$ cat src/rtl/seq_u_cla_pkg.sv
// Shared types and constants for the digit-serial CLA nibble adder.
package seq_u_cla_pkg;

  typedef enum logic [1:0] {IDLE, RUN, DONE} state_t;

  localparam int NIB_W = 4;

  // Width of the nibble index counter; never narrower than one bit.
  function automatic int idx_w(input int width);
    int n;
    n = width / NIB_W;
    return (n <= 1) ? 1 : $clog2(n);
  endfunction

endpackage

$ cat src/rtl/seq_u_cla_nibble_adder_cla4.sv
// Combinational 4-bit carry-lookahead slice with carry-in.
module cla4_cin (
  input  logic [3:0] a,
  input  logic [3:0] b,
  input  logic       cin,
  output logic [3:0] sum,
  output logic       cout
);

  logic [3:0] g;
  logic [3:0] p;
  logic [3:0] x;
  logic [3:0] c;

  assign g = a & b;
  assign p = a | b;
  assign x = a ^ b;

  // Fully expanded lookahead: every carry depends only on g, p and cin.
  assign c[0] = cin;
  assign c[1] = g[0] | (p[0] & cin);
  assign c[2] = g[1] | (p[1] & g[0]) | (p[1] & p[0] & cin);
  assign c[3] = g[2] | (p[2] & g[1]) | (p[2] & p[1] & g[0])
              | (p[2] & p[1] & p[0] & cin);
  assign cout = g[3] | (p[3] & g[2]) | (p[3] & p[2] & g[1])
              | (p[3] & p[2] & p[1] & g[0])
              | (p[3] & p[2] & p[1] & p[0] & cin);

  assign sum = x ^ c;

endmodule

$ cat src/rtl/seq_u_cla_nibble_adder.sv
// Digit-serial unsigned adder: one 4-bit CLA slice per cycle, carry held in a flop.
//
// state | meaning
// IDLE  | waiting for operands, in_ready=1
// RUN   | adding one nibble per cycle, low nibble first
// DONE  | full sum on out, out_valid=1 until out_ready
module seq_u_cla_nibble_adder
  import seq_u_cla_pkg::*;
#(
  parameter int WIDTH = 16
) (
  input  logic             clk,
  input  logic             rst,
  input  logic             in_valid,
  output logic             in_ready,
  input  logic [WIDTH-1:0] a,
  input  logic [WIDTH-1:0] b,
  output logic             out_valid,
  input  logic             out_ready,
  output logic [WIDTH:0]   out
);

  localparam int NIB = WIDTH / NIB_W;
  localparam int IW  = idx_w(WIDTH);
  localparam logic [IW-1:0] LAST = IW'(NIB - 1);

  state_t           state;
  logic [WIDTH-1:0] a_q;
  logic [WIDTH-1:0] b_q;
  logic [WIDTH-1:0] res_q;
  logic [WIDTH-1:0] res_nxt;
  logic             carry_q;
  logic [IW-1:0]    idx_q;
  logic [WIDTH:0]   out_q;
  logic [3:0]       s_nib;
  logic             c_nib;

  // Operands shift right each RUN cycle, so the slice always sees bits [3:0].
  cla4_cin u_slice (
    .a    (a_q[3:0]),
    .b    (b_q[3:0]),
    .cin  (carry_q),
    .sum  (s_nib),
    .cout (c_nib)
  );

  always_comb begin
    res_nxt = res_q;
    for (int k = 0; k < NIB; k++) begin
      if (idx_q == IW'(k)) res_nxt[k*NIB_W +: NIB_W] = s_nib;
    end
  end

  always_ff @(posedge clk or posedge rst) begin
    if (rst) begin
      state   <= IDLE;
      a_q     <= '0;
      b_q     <= '0;
      res_q   <= '0;
      carry_q <= 1'b0;
      idx_q   <= '0;
      out_q   <= '0;
    end else begin
      case (state)
        IDLE: begin
          if (in_valid) begin
            a_q     <= a;
            b_q     <= b;
            res_q   <= '0;
            carry_q <= 1'b0;
            idx_q   <= '0;
            state   <= RUN;
          end
        end
        RUN: begin
          a_q     <= a_q >> NIB_W;
          b_q     <= b_q >> NIB_W;
          res_q   <= res_nxt;
          carry_q <= c_nib;
          idx_q   <= idx_q + 1'b1;
          if (idx_q == LAST) begin
            out_q <= {c_nib, res_nxt};
            state <= DONE;
          end
        end
        DONE: begin
          if (out_ready) state <= IDLE;
        end
        default: state <= IDLE;
      endcase
    end
  end

  assign in_ready  = (state == IDLE);
  assign out_valid = (state == DONE);
  assign out       = out_q;

endmodule

$ cat config.mk
export PLATFORM = sky130hd
export DESIGN_NAME = seq_u_cla_nibble_adder
export DESIGN_NICKNAME = d
export VERILOG_FILES = /design/src/rtl/seq_u_cla_pkg.sv /design/src/rtl/seq_u_cla_nibble_adder_cla4.sv /design/src/rtl/seq_u_cla_nibble_adder.sv
export SDC_FILE = /design/constraint.sdc
export NUM_CORES = 1
export LEC_CHECK = 0
export ABC_AREA = 1
export CAP_MARGIN = 15
export CORE_ASPECT_RATIO = 1.5
export CORE_UTILIZATION = 38
export CTS_BUF_LIST = sky130_fd_sc_hd__clkbuf_4
export DETAILED_ROUTE_END_ITERATION = 10
export GPL_TIMING_DRIVEN = 1
export SLEW_MARGIN = 5
export SYNTH_ARGS = -nofsm -noshare
export SYNTH_HDL_FRONTEND = slang
export SYNTH_SLANG_ARGS = --single-unit
$ cat constraint.sdc
create_clock -name clk -period 2.3 [get_ports clk]
set_input_delay 0.46 -clock clk [delete_from_list [all_inputs] [get_ports clk]]
set_output_delay 0.46 -clock clk [all_outputs]
set_load 0.01 [all_outputs]
==> results.json <==
{
  "status": "finished clean",
  "grt_overflow": 0,
  "num_rows": 40,
  "clkPwrFrac": 0.129,
  "vias": 2572,
  "slew_headroom": 0.709,
  "die-width_um": 76.4,
  "grt_use_total": 0.185,
  "synth-simple-area-share": 0.147,
  "portBuffers": 54,
  "drt_iter0_markers": 104,
  "synth_top_cell_by_area": "dfrtp_1",
  "nets": 471,
  "ys_seq_area_frac": 0.524,
  "ant_nets": 0,
  "rsz0062_at_grt": "false",
  "cts_buffers": 9,
  "synth_compound_area_frac": 0.173,
  "grt_max_degree": 49,
  "finClkSkew_ns": 0.0159,
  "syn_inst": 364,
  "antenna_found_initial": 0,
  "min_period_ns": 2.17,
  "ys_seq_elements": 66,
  "n_antenna_cell": 0,
  "maxCapViolations": 0,
  "die_area_um2": 8680,
  "worstSetupPathType": "flop to output pin",
  "synth_area_per_cell_um2": 8.67,
  "setup_violations": 0,
  "hpwl_um": 5110,
  "drc_errors": 0,
  "cts_tree": "yes",
  "io_pins": 55,
  "period_share": 0.945,
  "switching_power_uw": 2470,
  "yosys.area.top_type_share": 0.524,
  "p_leak_uw": 0.00187,
  "p_per_area_nw_per_um2": 1450,
  "hp-class": "input port to async pin",
  "cp_data_required_time_ns": 1.84,
  "seqPwrFrac": 0.343,
  "drt_wl_total_um": 7110,
  "syn_nets": 414,
  "drv_slew": 0,
  "yosys_warnings": 0,
  "synth_mux_area_frac": 0,
  "routed_via_density": 4.85,
  "intPower_uw": 3240,
  "p_comb_frac": 0.528,
  "power_uw": 5710,
  "numClockSinks": 66,
  "syn_area_um2": 3150,
  "cp-end-kind": "output pin",
  "synth_top_family_by_area": "compound AO/OA/AOI/OAI gates",
  "worstPathMaxFanout": 14,
  "ys_types": 22,
  "cts-root-buf": "clkbuf_4",
  "synth_fa_ha_area_frac": 0.0579,
  "tightest_slew_ns": 0.436,
  "fill_cells": 831,
  "switching_share": 0.433,
  "first_pass_iters": 5,
  "final_common_cell": "dfrtp_1",
  "mostFrequentLayoutCells": "dfrtp_1, nand2_1, o21ai_0, clkdlybuf4s50_1, inv_1",
  "grt_pass1_vias": 2567,
  "hold_buffers": 0,
  "htreeDepth": 3,
  "core_um2": 8010,
  "place_congestion": 0.774,
  "tns_ns": 0,
  "postCtsSetupBuffers": 0,
  "fmax_mhz": 460,
  "synth_xor_area_frac": 0.00278,
  "grt_pass1_wl_um": 12300,
  "synthToLayoutAreaGrowth_pct": 24.8,
  "wl_per_cell_um": 13.4,
  "cp.arrival_ns": 1.71,
  "clk_pin_slew_ns": 0.10,
  "drive_gt1_frac": 0.0918,
  "start_util": 0.394,
  "worst_slack_ns": 0.127,
  "clk_latency_ns": 0.40,
  "dpl_worst_slack_ns": 0.373,
  "netlist_top_cells_area": "dfrtp_1, o21ai_0, nand2_1, inv_1, ha_1",
  "die_h_um": 114,
  "hold_viol": 0,
  "ctsResizeCount": 0,
  "critPathLaunchType": "flop",
  "vdd_ir_drop_max_uv": 595,
  "clockBufferDepth": 2
}
## sequential cells by signal, summed over array words and instances (netlist names)
signal / flops
state: 2
carry_q: 1
idx_q: 2
out: 17
res_q: 12
a_q: 16
b_q: 16
## path summary, 6_finish.rpt
| path | startpoint | to | slack (ns) | cells after the start |
|---|---|---|---|---|
| min in group clk | out[2]$_DFFE_PP0P_ | out[2]$_DFFE_PP0P_ | 0.49 | 2 |
| hold reg to reg | out[2]$_DFFE_PP0P_ | out[2]$_DFFE_PP0P_ | 0.49 | 2 |
| hold / removal | rst | a_q[13]$_DFFE_PP0P_ | 0.37 | 2 |
| setup reg to reg | state[0]$_DFFE_PP0P_ | out[16]$_DFFE_PP0P_ | 0.55 | 7 |
| max in group asynchronous | rst | a_q[11]$_DFFE_PP0P_ | 1.33 | 3 |
| setup / recovery | state[0]$_DFFE_PP0P_ | out_valid | 0.13 | 3 |
## final cells by class
cell class | instances | area (um2) | area share
repair buffers | 63 | 621 | 0.158
well taps | 105 | 131 | 0.0334
flip-flops and latches | 66 | 1650 | 0.420
clock buffers | 11 | 82.6 | 0.0210
multi-input cells | 227 | 1200 | 0.306
clock inverters | 4 | 43.8 | 0.0111
inverters | 54 | 203 | 0.0515
## power by group through the flow
| stage | clock network, uW | registers, uW | logic (uW) |
|---|---|---|---|
| floorplan | 0 | 1990 | 2110 |
| CTS | 765 | 1960 | 3050 |
| global placement | 0 | 1960 | 2970 |
| global route | 815 | 2030 | 3470 |
| finish | 739 | 1960 | 3010 |
| detailed placement | 0 | 1990 | 3030 |
## cells in the mapped netlist
library cell   n
ha_1          13
dfrtp_1       66
o31ai_1        1
inv_2          4
clkbuf_1       6
buf_4          1
a21oi_1       27
buf_1          1
nand2_2        2
nand3_1       29
fa_1           1
buf_6          3
o22ai_1        3
or2_2          7
nand2_1       62
xnor2_1        1
o21ai_1       22
nor2_4         2
buf_2          6
o21ai_0       55
inv_1         50
nor2_1         2
## through the flow
stage	area (um2)	std cells	hold WS [ns]	util
after floorplan	3150	364	0.441	-
after global placement	3810	515	0.456	0.476
after detailed placement	3810	515	0.466	0.476
after CTS	3940	530	0.355	0.491
after global routing	3940	530	0.374	0.491
final	3940	530	0.368	0.491
## critical path, cell delays in order, from the launching register on
cell             delay (ns)
dfrtp_1                0.45
buf_4                  0.22
nor2_1                 0.12
clkdlybuf4s50_1        0.54
## cells by family after synthesis
kind of cell    count (synthesis)
compound gates                108
flops                          66
xor+xnor                        1
simple gates                  104
buf+inv                        71
fa+ha+maj                      14
## routing by layer
| layer | part of all wire | up-vias | routed length (um) | GRT usage |
|---|---|---|---|---|
| met5 | 0 | - | 0 | 0 |
| met4 | 0.0082 | 0 | 58 | 0.0731 |
| met3 | 0.032 | 4 | 227 | 0.0384 |
| met2 | 0.55 | 57 | 3880 | 0.323 |
| met1 | 0.41 | 1214 | 2950 | 0.222 |
| li1 | - | 1297 | - | - |
Power figures use the tool's default switching activity.
